## config.mk

```make
export PLATFORM = sky130hd
export DESIGN_NAME = dcache_ctrl
export DESIGN_NICKNAME = d
export VERILOG_FILES = /design/src/rtl/dcache_ctrl.sv
export SDC_FILE = /design/constraint.sdc
export NUM_CORES = 1
export LEC_CHECK = 0
export BUFFER_PORTS_ARGS = -buffer_cell sky130_fd_sc_hd__buf_2
export CAP_MARGIN = 20
export CORE_AREA = 2 2 468 470
export DETAILED_ROUTE_END_ITERATION = 10
export DIE_AREA = 0 0 470 472
export PLACE_DENSITY_LB_ADDON = 0.12
export SETUP_SLACK_MARGIN = 0.3
export SYNTH_ARGS = -nofsm -noshare
export SYNTH_HDL_FRONTEND = slang
export SYNTH_SLANG_ARGS = --single-unit
export TNS_END_PERCENT = 50
```

## constraint.sdc

```tcl
create_clock -name clk_i -period 24.2 [get_ports clk_i]
set_input_delay 2.42 -clock clk_i [delete_from_list [all_inputs] [get_ports clk_i]]
set_output_delay 2.42 -clock clk_i [all_outputs]
set_load 0.02 [all_outputs]
```

## src/rtl/dcache_ctrl.sv

```systemverilog
// dcache_ctrl: blocking write-back, write-allocate data cache controller for an external tag/data SRAM
// Ports:
//   clk_i, rst_i           clock (rising edge), asynchronous active-high reset
//   cpu_req_i/write_i      CPU access valid / 1=store, 0=load
//   cpu_addr_i             byte address {tag[31:9], index[8:5], word[4:2], byte[1:0]}
//   cpu_data_i/o           store data in / load data out
//   cpu_stall_o            CPU must hold its request this cycle
//   mem_*                  line-wide memory port: write-back or fill, completed by a one-cycle mem_ack_i
//   sram_*                 set-indexed SRAM port; sram_hit_i, sram_tag_i and sram_data_i respond combinationally
module dcache_ctrl #(
   parameter int ADDR_W = 32,
   parameter int LINE_W = 256,
   parameter int WORD_W = 32
) (
   input  logic              clk_i,
   input  logic              rst_i,
   input  logic              cpu_req_i,
   input  logic              cpu_write_i,
   input  logic [ADDR_W-1:0] cpu_addr_i,
   input  logic [WORD_W-1:0] cpu_data_i,
   output logic [WORD_W-1:0] cpu_data_o,
   output logic              cpu_stall_o,
   output logic              mem_enable_o,
   output logic              mem_write_o,
   output logic [ADDR_W-1:0] mem_addr_o,
   output logic [LINE_W-1:0] mem_data_o,
   input  logic [LINE_W-1:0] mem_data_i,
   input  logic              mem_ack_i,
   output logic [3:0]        sram_addr_o,
   output logic [ADDR_W-8:0] sram_tag_o,
   output logic [LINE_W-1:0] sram_data_o,
   output logic              sram_enable_o,
   output logic              sram_write_o,
   input  logic [ADDR_W-8:0] sram_tag_i,
   input  logic [LINE_W-1:0] sram_data_i,
   input  logic              sram_hit_i
);
   localparam int TAG_W = ADDR_W - 9;
   typedef enum logic [2:0] {IDLE, MISS, WRITEBACK, FILL, FILL_DONE} state_e;
   state_e            state_q, state_d;
   logic [TAG_W+1:0]  victim_tag_q, victim_tag_d;
   logic [LINE_W-1:0] victim_line_q, victim_line_d;
   logic [LINE_W-1:0] fill_line_q, fill_line_d;
   logic [LINE_W-1:0] merged;
   logic [TAG_W-1:0]  cpu_tag;
   logic [3:0]        index;
   logic [2:0]        word;
   logic              miss;
   logic              unused_byte_sel;
   assign cpu_tag         = cpu_addr_i[ADDR_W-1:9];
   assign index           = cpu_addr_i[8:5];
   assign word            = cpu_addr_i[4:2];
   assign unused_byte_sel = ^cpu_addr_i[1:0];
   assign miss            = cpu_req_i & ~sram_hit_i;
   assign sram_addr_o     = index;
   assign sram_enable_o   = cpu_req_i;
   assign cpu_data_o      = sram_data_i[int'(word)*WORD_W +: WORD_W];
   // Store-hit line: the SRAM line with the addressed word replaced
   always_comb begin
      merged = sram_data_i;
      merged[int'(word)*WORD_W +: WORD_W] = cpu_data_i;
   end
   always_ff @(posedge clk_i or posedge rst_i) begin
      if (rst_i) begin
         state_q       <= IDLE;
         victim_tag_q  <= '0;
         victim_line_q <= '0;
         fill_line_q   <= '0;
      end else begin
         state_q       <= state_d;
         victim_tag_q  <= victim_tag_d;
         victim_line_q <= victim_line_d;
         fill_line_q   <= fill_line_d;
      end
   end
   always_comb begin
      state_d       = state_q;
      victim_tag_d  = victim_tag_q;
      victim_line_d = victim_line_q;
      fill_line_d   = fill_line_q;
      cpu_stall_o   = 1'b1;
      mem_enable_o  = 1'b0;
      mem_write_o   = 1'b0;
      mem_addr_o    = '0;
      mem_data_o    = '0;
      sram_write_o  = 1'b0;
      sram_tag_o    = {2'b11, cpu_tag};
      sram_data_o   = merged;
      case (state_q)
         IDLE: begin
            cpu_stall_o  = miss;
            sram_write_o = cpu_req_i & cpu_write_i & sram_hit_i;
            if (miss) begin
               state_d       = MISS;
               victim_tag_d  = sram_tag_i;
               victim_line_d = sram_data_i;
            end
         end
         // Only a valid and dirty victim needs to reach memory before the fill
         MISS: state_d = (victim_tag_q[TAG_W+1] & victim_tag_q[TAG_W]) ? WRITEBACK : FILL;
         WRITEBACK: begin
            mem_enable_o = 1'b1;
            mem_write_o  = 1'b1;
            mem_addr_o   = {victim_tag_q[TAG_W-1:0], index, 5'b0};
            mem_data_o   = victim_line_q;
            if (mem_ack_i) state_d = FILL;
         end
         FILL: begin
            mem_enable_o = 1'b1;
            mem_addr_o   = {cpu_tag, index, 5'b0};
            if (mem_ack_i) begin
               fill_line_d = mem_data_i;
               state_d     = FILL_DONE;
            end
         end
         // Install clean; a pending store then hits in IDLE and marks the line dirty
         FILL_DONE: begin
            sram_write_o = 1'b1;
            sram_data_o  = fill_line_q;
            sram_tag_o   = {2'b10, cpu_tag};
            state_d      = IDLE;
         end
         default: state_d = IDLE;
      endcase
   end
endmodule

```

# [Word level (Yosys, flattened, before mapping)]
# Index checks and enable logic that the tools add are counted.
[word_totals] ramBits=0 rom_bits=0 input_bits=607 output_inout_bits=610 latchBits=0 memories=0 ff_bits=540 wordCells=39
[classes] magnitude_cmp=0 eq_ne=7 bitwise_logic=5 n_div=0 n_shift=3 multipliers=0 add_sub_neg=1 reduce_logical=5 muxes=14
[ops] operator="$mux 256" count=2
[ops] operator="$bwmux 256" count=1
[ops] operator="$shift 32x33->256 const A" count=1
[ops] operator="$shiftx 256x9->32" count=1
[ops] operator="$shiftx 32x33->256" count=1
[ops] operator="$pmux 32 s2" count=1
[ops] operator="$neg 8->33" count=1
[ops] operator="$mux 24" count=1
[ops] operator="$pmux 3 s4" count=1
[ops] operator="$mux 3" count=3
[ops] operator="$eq 3x2->1 const B" count=2
[ops] operator="$ne 2x2->1 const B" count=3
[ops] operator="$and 1x1->1" count=4
[ops] operator="$mux 1" count=4
[ops] operator="$reduce_and 2->1" count=2
[ops] operator="$eq 3x1->1 const B" count=1
[ops] operator="$eq 3x3->1 const B" count=1
[ops] operator="$logic_not 3->1" count=1
[ops] operator="$reduce_and 3->1" count=1
[ops] operator="$pmux 1 s2" count=1
[ops] operator="$reduce_or 2->1" count=1
[ops] operator="$not 1->1" count=1

# [Longest topological paths before layout]
# Gate-level depths: netlist of run 1.
[depth] depth_word=4 mapped_depth=11 mapped_depth_nobuf=6

# [Least setup slack after synthesis of run 1]
# Ideal clock, no wire load.
[synth_path] path_type="input -> output" from="in cpu_addr_i[3]" to="out sram_data_o[158]" cell_stages=11 path_buffers=5 arrival_time_ns=5.113 setup_slack_ns=16.667 required_time_ns=21.780 cell_sequence="buf_2 buf_2 buf_1 inv_1 ha_1 ha_1 buf_2 nor4b_2 clkbuf_1 nand4b_1 a31oi_1"
[synth_via] elab_chain_len=4 word_cells_on_any_way=5 cone_classes="add/sub (1); shift (2); mux (2)"
[synth_rtl] item="from (decl)" line_no="19" text="input logic [ADDR_W-1:0] cpu_addr_i,"
[synth_rtl] item="$neg 8->33 *" line_no="61" text="merged[int'(word)*WORD_W +: WORD_W] = cpu_data_i;"
[synth_rtl] item="$shiftx 32x33->256 / $shift 32x33->256 (equally long branches)" line_no="61"
[synth_rtl] item="$bwmux 256 *" line_no="61"
[synth_rtl] item="$mux 256 *" line_no="89" text="case (state_q)"
[synth_rtl] item="to (decl)" line_no="31" text="output logic [LINE_W-1:0] sram_data_o,"
# Every way passes the cells marked *; elsewhere a longest branch is shown, timed or not.

# [Worst setup path in the final report of run 1]
[layout_path] from="in cpu_addr_i[4]" to="out sram_data_o[200]"
# Same word-level chain as after synthesis.

==> impl_metrics.csv, run 1 <==
group,metric,value,unit
run_status,status,"finished with violations",
run_status,failed_checks,"max-slew violations",
final_layout,multi_input_area,15000,µm²
placed_design,gp_congestion,0.811,
setup_path,path_buf_inv,7,
grt,grt_pass1_wl,290000,µm
final_layout,final_cell_area,41300,µm²
drt,dr.pass1.iters,5,
clock_tree,postCtsSetupBuffers,0,
placed_design,dp.cells,6376,
run,drv_cap,0,
pwr,power.leakage,18.9,nW
sta,fin_crit_sh,37.8,%
clock_tree,clk_pin_slew,0.05,ns
logic_synthesis,syn_avg_cell_area,11.7,µm²
floorplanning,initial_core_util,13.8,%
placed_design,portBuffers,1208,
drt,drt_iter0_drc,1688,
grt,grt_antenna_before_repair,122,
drt,num_vias,27500,
floorplanning,rows,171,
grt,grt_pass1_vias,28500,
logic_synthesis,ys_seq_elements,540,
hold_path,worstHoldPathType,"flip-flop to flip-flop",
floorplanning,core,217000,µm²
pwr,powerDensity,116,nW/µm²
setup_path,end_kind,"primary output",
sta,drv_slew,39,
drt,drtAntennaViolNets,0,
clock_tree,cts-buffers-inserted,81,
logic_synthesis,ys_seq_area_share,45.3,%
clock_tree,cts.path.max_buffers,3,
logic_synthesis,async_flop_share,100,%
logic_synthesis,synth.distinct_cells,50,
final_layout,layout_common_cells,"1206 x buf_2, 539 x dfrtp_1, 507 x mux2_2",
clock_tree,cts.sinks,540,
sta,fin_skew,0.0380,ns
final_layout,final_cells,6552,
logic_synthesis,yosys_warnings,0,
final_layout,fill_cells,24200,
final_layout,final_common_cell,"buf_2",
setup_path,r2r-start,"state_q[1]",
placed_design,dp.final_hpwl,169000,µm
setup_path,arrival,6.72,ns
logic_synthesis,synth_top_flop_cell,"dfrtp_1",
setup_path,crit_chain,"buf_2, buf_4, inv_2, ha_1, inv_2, buf_4, a21oi_4, buf_4, a221o_1, buf_2",
clock_tree,root_buffer,"clkbuf_16",
setup_path,critPathLaunchType,"input port",
drt,via_per_inst,4.20,
clock_tree,cts_resized,0,
logic_synthesis,synth-edff-count,0,
setup_path,cpPeakStageDelay,0.86,ns
placed_design,placed_area,38700,µm²
setup_path,cp_top_family,"buffers and inverters",
setup_path,path_class,"input port to primary output",
floorplanning,die_x,470,µm
hold_path,hp-start,"fill_line_q[196]",
sta,tightest_slew,1.59,ns
setup_path,worstPathRequired,21.78,ns
setup_path,cpMostUsedCell,"buf_4",
clock_tree,postCtsHoldBufs,0,
grt,grt_max_degree,134,
sta,period_needed,9.14,ns
pwr,vdd_drop_max,0.0516,mV
grt,grt_overflow,0,
setup_path,critical-path-slowest-cell,"ha_1",
final_layout,final_nets,4218,
clock_tree,cts_tree,"done",
floorplanning,io_pins,1217,
floorplanning,die_area,222000,µm²
clock_tree,h-tree-depth,3,
sta,hold_viol_final,0,
logic_synthesis,syn_inst,2549,
setup_path,cp_max_fo,42,
final_layout,drive_gt1_share,53.9,%
grt,globalRouteTotalUtil,19.4,%
setup_path,cp-startpoint,"cpu_addr_i[4]",
sta,finalSetupViolCount,0,
floorplanning,die_y,472,µm
final_layout,area_growth,38.5,%
sta,fmaxAchievable,109,MHz
final_layout,regArea,13500,µm²
clock_tree,clkLatencyLatePin,0.72,ns
sta,setup_tns,0,ns
drt,wl,223000,µm
logic_synthesis,syn_area,29800,µm²
drt,remaining_drc_errors,0,
drt,routedWlPerCell,34.0,µm
sta,relSlewSlack,-6.09,%
sta,rsz0062_at_grt,"no",
-- per-stage QoR --
stage                     setup slack [ns]  util (%)  power [W]  hold slack (ns)
final                                15.06      19.1    0.00479            0.473
after global placement               14.89      17.9    0.00363            0.458
after global routing                 14.84      19.0    0.00508            0.491
after CTS                            14.91      19.0    0.00489            0.481
after detailed placement             14.91      17.9    0.00365            0.468
after floorplan                       6.69         -    0.00281            0.449
-- kinds of logic (layout without fill, tap and decap cells) --
kind of cell | count (synthesis) | in the layout | synth area share [%]
adders and majority gates | 6 | 6 | 0.252
AOI/OAI and AO/OA | 373 | 373 | 10.1
other | 2 | 44 | 0.0252
and+or+nand+nor | 698 | 698 | 13.5
buffers and inverters | 306 | 1413 | 4.88
DFF | 540 | 540 | 45.3
muxes | 624 | 624 | 25.9
-- worst paths after layout --
kind	endpoint	slack, ns	depth (start not counted)
setup / recovery	sram_data_o[200]	15.06	10
hold / removal	fill_line_q[196]	0.47	1
setup reg to reg	fill_line_q[11]	19.81	7
hold reg to reg	fill_line_q[196]	0.47	1
max in group asynchronous	fill_line_q[189]	18.05	7
min in group asynchronous	victim_line_q[36]	1.76	2
-- area by class of cell --
type,instances,area share (%)
diodes,38,0.230
inverters,10,0.127
multi-input cells,1707,36.4
clock buffers,125,5.63
repair buffers,1265,15.8
well taps,2854,8.65
clock inverters,13,0.515
flip-flops and latches,540,32.7
-- Yosys cell counts (3+ instances only) --
| master | number | area share, % |
|---|---|---|
| o21ai_0 | 68 | 1.1 |
| mux2i_1 | 23 | 0.77 |
| mux2_2 | 507 | 19 |
| and2_1 | 415 | 8.7 |
| ha_1 | 6 | 0.25 |
| nor2_1 | 92 | 1.2 |
| a21oi_1 | 35 | 0.59 |
| mux2_1 | 30 | 1.1 |
| inv_1 | 7 | 0.088 |
| nand2b_1 | 3 | 0.063 |
| and3_1 | 32 | 0.67 |
| dfrtp_1 | 540 | 45 |
| buf_1 | 7 | 0.088 |
| nand4b_1 | 33 | 0.97 |
| nor3_1 | 5 | 0.084 |
| buf_2 | 63 | 1.1 |
| a41oi_1 | 31 | 0.91 |
| mux4_2 | 64 | 4.8 |
| buf_4 | 60 | 1.5 |
| nand2_1 | 98 | 1.2 |
| a221o_1 | 188 | 6.3 |
| a31oi_1 | 36 | 0.76 |
| clkbuf_1 | 165 | 2.1 |
| o21a_1 | 3 | 0.076 |
-- layer usage --
layer  vias up  share of wire (%)  track usage [%]
met5         -               0.14                0
met4        54                2.4             4.31
met3       291                9.4             7.71
met2      1293                 46             31.8
met1     14400                 42             23.9
li1      11500                  -                -
-- flip-flops by register name, indices dropped and copies added (netlist names) --
register       count
victim_line_q    256
state_q            3
fill_line_q      256
victim_tag_q      25
-- where the power goes --
group / leakage, nW / switching [W] / internal [W] / total (W)
sequential: 6.46 / 0.000209 / 0.00136 / 0.00157
clock: 1.22 / 0.000503 / 0.000683 / 0.00119
combinational: 11.2 / 0.00121 / 0.000823 / 0.00204
-- worst reg2reg max path: stages (launching register included) --
cell and delay [ns]:
dfrtp_1 0.54, nand2b_1 0.09, buf_4 0.26, inv_2 0.14, and3_4 0.75, buf_12 0.50, buf_4 1.51, mux2_2 0.50
Note: power is estimated with default switching activity, not from simulation.
==> inputs of run 2 (changes only) <==
==> constraint.sdc (replaced) <==
create_clock -name clk_i -period 8.6 [get_ports clk_i]
set_input_delay 0.86 -clock clk_i [delete_from_list [all_inputs] [get_ports clk_i]]
set_output_delay 0.86 -clock clk_i [all_outputs]
set_load 0.02 [all_outputs]
==> run 2 against run 1 <==
Net effect:
- the flow now finishes without violations
- clock power grew to 3.0 times the previous value
- critical path depth is 2 lower
- sequential power grew to 2.8 times the previous value
- utilization is 0.13 points higher
- flip-flop and latch count stayed put
- setup slack worse by 12 ns
- non-clock buffer count stayed put
- critical endpoint is now sram_data_o[26]
- highest routed layer unchanged
- wire length is 1.3% lower
- hold slack worse by 0.14 ns
==> impl_metrics.csv, run 2 (synthesized netlist as in run 1, its figures left out) <==
group,metric,value,unit
run_status,status,"finished clean",
floorplanning,die_area,222000,µm²
grt,grt_overflow,0,
drt,drt_iter0_drc,1782,
clock_tree,h-tree-depth,3,
run,drv_cap,0,
final_layout,layout_common_cells,"1206 x buf_2, 540 x dfrtp_1, 507 x mux2_2",
floorplanning,core,217000,µm²
sta,hold_viol_final,0,
clock_tree,clk_pin_slew,0.05,ns
setup_path,cp_max_fo,45,
drt,wl,220000,µm
sta,fin_crit_sh,66.1,%
placed_design,portBuffers,1208,
placed_design,dp.cells,6376,
clock_tree,cts.path.max_buffers,3,
clock_tree,cts-buffers-inserted,82,
pwr,p_seq_share,32.4,%
pwr,p_sw,0.00541,W
placed_design,gp_congestion,0.810,
sta,fmaxAchievable,176,MHz
floorplanning,rows,171,
pwr,vdd_drop_max,0.166,mV
sta,drv_slew,0,
setup_path,arrival,4.83,ns
pwr,switching_share,39.6,%
clock_tree,root_buffer,"clkbuf_16",
drt,via_per_inst,4.20,
floorplanning,io_pins,1217,
drt,remaining_drc_errors,0,
sta,period_needed,5.69,ns
setup_path,end_kind,"primary output",
setup_path,ff2ff_setup_slack,4.99,ns
sta,relSlewSlack,18.3,%
pwr,combinationalPowerShare,41.8,%
setup_path,critPathLaunchType,"flip-flop",
sta,setup_tns,0,ns
final_layout,final_nets,4219,
hold_path,worstHoldPathType,"input port to async pin",
sta,rsz0062_at_grt,"no",
floorplanning,die_x,470,µm
grt,grt_max_degree,131,
final_layout,largestRegisters,"fill_line_q x256, victim_line_q x256, victim_tag_q x25",
drt,num_vias,27600,
pwr,powerDensity,329,nW/µm²
sta,finalSetupViolCount,0,
clock_tree,clkLatencyLatePin,0.70,ns
final_layout,final_util,19.2,%
setup_path,path_class,"flip-flop to primary output",
clock_tree,postCtsSetupBuffers,0,
clock_tree,postCtsHoldBufs,0,
drt,dr.pass1.iters,6,
final_layout,final_cells,6559,
floorplanning,initial_core_util,13.8,%
final_layout,fill_cells,24100,
placed_design,dp.final_hpwl,167000,µm
pwr,clkPwrFrac,25.8,%
grt,grt_antenna_before_repair,110,
grt,globalRouteTotalUtil,19.2,%
floorplanning,die_y,472,µm
setup_path,worstPathRequired,7.74,ns
clock_tree,cts_resized,0,
sta,fin_skew,0.0168,ns
clock_tree,cts_tree,"done",
clock_tree,cts.sinks,540,
pwr,power.leakage,19.0,nW
grt,grt_pass1_vias,28200,
final_layout,area_growth,39.5,%
drt,routedWlPerCell,33.6,µm
final_layout,final_common_cell,"buf_2",
pwr,internal_power,0.00825,W
drt,drtAntennaViolNets,0,
final_layout,drive_gt1_share,54.4,%
grt,grt_pass1_wl,287000,µm
sta,tightest_slew,1.23,ns
==> run 2: cell types whose count changed in the layout (fill, tap and decap cells not counted), moves of 2 or more <==
cell	change
buf_12	+7
clkbuf_8	+14
clkinv_2	+8
diode_2	-4
clkinv_16	-2
clkbuf_1	-13
clkbuf_16	+2
buf_4	-7
clkinvlp_4	+4
==> run 2: area by class of cell <==
class                   count  area (µm²)  share of cell area, %
multi-input cells        1707       15000                   36.1
flip-flops and latches    540       13500                   32.5
repair buffers           1265        6600                   15.9
well taps                2854        3570                   8.59
clock buffers             128        2520                   6.05
clock inverters            21         228                  0.548
diodes                     34        85.1                  0.205
inverters                  10        50.0                  0.120
==> run 2: layer usage <==
layer  share of wire, %  global-route usage [%]
met1                 43                    24.7
met2                 46                    31.1
met3                9.0                    6.76
met4                1.8                    3.65
met5               0.19                       0
==> run 2: final timing paths <==
check / to / cells after the start / start
worst max-delay path: sram_data_o[26] / 8 / state_q[1]
max in group asynchronous: victim_line_q[219] / 4 / rst_i
worst min-delay path: fill_line_q[72] / 3 / rst_i
worst max register to register: victim_line_q[19] / 7 / state_q[0]
min in group clk_i: fill_line_q[16] / 2 / mem_data_i[16]
worst min register to register: fill_line_q[172] / 1 / fill_line_q[172]
==> run 2: metrics by stage <==
stage	setup WS, ns	area (µm²)	power (W)	hold slack [ns]
global placement	3.06	38800	0.0102	0.462
global route	2.70	41500	0.0145	0.298
floorplan	0.396	29800	0.00790	0.449
finish	2.91	41600	0.0137	0.329
detailed placement	3.07	38800	0.0103	0.467
CTS	2.81	41500	0.0139	0.275
==> run 2: power groups by stage <==
| stage | clock [W] | sequential, W | combinational (W) |
|---|---|---|---|
| after floorplan | 0 | 0.00426 | 0.00365 |
| after global placement | 0 | 0.00442 | 0.00580 |
| after detailed placement | 0 | 0.00446 | 0.00582 |
| after CTS | 0.00368 | 0.00443 | 0.00584 |
| after global routing | 0.00378 | 0.00459 | 0.00610 |
| final | 0.00353 | 0.00443 | 0.00570 |
==> run 2: critical path, stage by stage, from the launching register on <==
cell and delay, ns:
dfrtp_1 0.49, nor3b_4 0.30, buf_4 0.33, buf_4 0.57, buf_4 0.60, buf_4 0.54
a41oi_1 0.08, a21oi_1 0.72, buf_2 0.30
==> inputs of run 3 (changes only) <==
==> constraint.sdc (replaced) <==
create_clock -name clk_i -period 5.05 [get_ports clk_i]
set_input_delay 0.505 -clock clk_i [delete_from_list [all_inputs] [get_ports clk_i]]
set_output_delay 0.505 -clock clk_i [all_outputs]
set_load 0.02 [all_outputs]
==> run 3 against run 2 <==
Net effect:
- register-to-register slack got worse by 2.8 ns
- clock-buffer cell count down 9
- first-iteration DRC count decreased by 7.3%
- via count up 3.4%
- wire length is 1.2% higher
- final cell count up 5.0%
- global-route usage increased by 0.25 points
- utilization rose by 1.7 points
==> impl_metrics.csv, run 3 (synthesized netlist as in run 1, its figures left out) <==
group,metric,value,unit
placed_design,dp.final_hpwl,171000,µm
floorplanning,initial_core_util,13.8,%
clock_tree,cts-buffers-inserted,79,
drt,via_per_inst,4.14,
floorplanning,die_area,222000,µm²
final_layout,final_cell_area,45200,µm²
setup_path,path_class,"flip-flop to primary output",
setup_path,worstPathRequired,4.55,ns
drt,wl,223000,µm
sta,drv_slew,0,
run_status,status,"finished clean",
clock_tree,clkLatencyLatePin,0.71,ns
pwr,powerDensity,515,nW/µm²
grt,grt_overflow,0,
sta,setup_tns,0,ns
setup_path,arrival,3.78,ns
sta,hold_viol_final,0,
drt,remaining_drc_errors,0,
floorplanning,core,217000,µm²
drt,num_vias,28500,
drt,drt_iter0_drc,1652,
grt,grt_max_degree,122,
grt,grt_pass1_wl,293000,µm
placed_design,placed_area,39500,µm²
run,drv_cap,0,
pwr,vdd_drop_max,0.234,mV
sta,fmaxAchievable,233,MHz
sta,rsz0062_at_grt,"no",
final_layout,largestRegisters,"fill_line_q x256, victim_line_q x256, victim_tag_q x25",
drt,wl_met2,102000,µm
clock_tree,root_buffer,"clkbuf_16",
floorplanning,rows,171,
pwr,power.leakage,20.5,nW
final_layout,final_cells,6888,
clock_tree,h-tree-depth,3,
clock_tree,cts.path.max_buffers,3,
drt,dr.pass1.iters,5,
floorplanning,die_x,470,µm
placed_design,portBuffers,1208,
drt,routedWlPerCell,32.3,µm
grt,grt_antenna_before_repair,55,
placed_design,dp.cells,6418,
grt,globalRouteTotalUtil,19.5,%
clock_tree,cts_tree,"done",
hold_path,worstHoldPathType,"input port to flip-flop",
sta,period_needed,4.29,ns
setup_path,cp_max_fo,71,
sta,fin_skew,0.0239,ns
sta,relSlewSlack,21.4,%
sta,tightest_slew,1.18,ns
final_layout,layout_common_cells,"1196 x buf_2, 540 x dfrtp_1, 507 x mux2_2",
floorplanning,io_pins,1217,
final_layout,final_nets,4571,
final_layout,drive_gt1_share,50.4,%
pwr,fin_total_pwr,0.0233,W
grt,grt_pass1_vias,30000,
clock_tree,cts_resized,0,
final_layout,area_growth,51.5,%
sta,finalSetupViolCount,0,
drt,drtAntennaViolNets,0,
final_layout,final_common_cell,"buf_2",
setup_path,critPathLaunchType,"flip-flop",
sta,fin_crit_sh,84.9,%
clock_tree,cts.sinks,540,
setup_path,end_kind,"primary output",
floorplanning,die_y,472,µm
drt,wl_met1,98400,µm
placed_design,gp_congestion,0.816,
drt,dr_wl_met3,17300,µm
drt,dr.max_layer_used,"met5",
clock_tree,clk_pin_slew,0.05,ns
[run 3: cell types whose count changed in the layout (fill, tap and decap cells not counted), moves of 3 or more]
cell | previous run | this run
buf_2 | 1206 | 1196
clkbuf_8 | 26 | 16
clkbuf_1 | 19 | 23
diode_2 | 34 | 22
buf_4 | 48 | 68
clkbuf_16 | 84 | 81
dlygate4sd3_1 | 0 | 313
clkinvlp_4 | 5 | 2
buf_12 | 9 | 40
[run 3: path summary, 6_finish.rpt]
check	from	end	slack (ns)	cells after the start
worst max-delay path	state_q[1]	sram_data_o[250]	0.76	6
min in group asynchronous	rst_i	victim_line_q[130]	0.42	3
worst max register to register	state_q[0]	victim_line_q[42]	2.24	6
max in group asynchronous	rst_i	victim_line_q[245]	3.11	5
worst min register to register	fill_line_q[173]	fill_line_q[173]	0.48	1
worst min-delay path	sram_data_i[179]	victim_line_q[179]	0.10	2
[run 3: metrics by stage]
step	setup WS (ns)	hold WS [ns]	utilization, %
2_1_floorplan	-2.80	0.449	-
3_3_place_gp	0.870	0.461	18.2
3_5_place_dp	0.816	0.470	18.2
4_1_cts	0.584	0.000174	20.8
5_1_grt	0.545	0.0433	20.8
6_report	0.764	0.100	20.9
[run 3: repair_timing]
action                    in CTS  in global routing
hold buffers                 313                  0
setup buffers                  0                  0
hold endpoints to repair     315                  0
[run 3: area by class of cell]
cell class | count | area [µm²]
diodes | 22 | 55.1
clock buffers | 119 | 2320
clock inverters | 16 | 168
fillers | 24000 | 171000
inverters | 10 | 50.0
multi-input cells | 1707 | 15000
flip-flops and latches | 540 | 13500
well taps | 2854 | 3570
repair buffers | 1620 | 10500
[run 3: critical path, stage by stage, from the launching register on]
cell and delay [ns]:
dfrtp_1 0.50, nor3b_4 0.67, inv_8 0.36, and4_2 0.60, buf_12 0.30, a221o_1 0.37, buf_2 0.17
[run 3: where the power goes]
part	switching (W)	total (W)	internal (W)
Combinational	0.00587	0.0101	0.00427
Clock	0.00238	0.00560	0.00322
Sequential	0.00102	0.00755	0.00653
[run 3: layer usage]
layer / track usage (%) / vias to the layer above
met3: 5.88 / 195
met5: 0 / -
li1: - / 12100
met2: 31.5 / 1189
met4: 4.86 / 18
met1: 25.2 / 15000
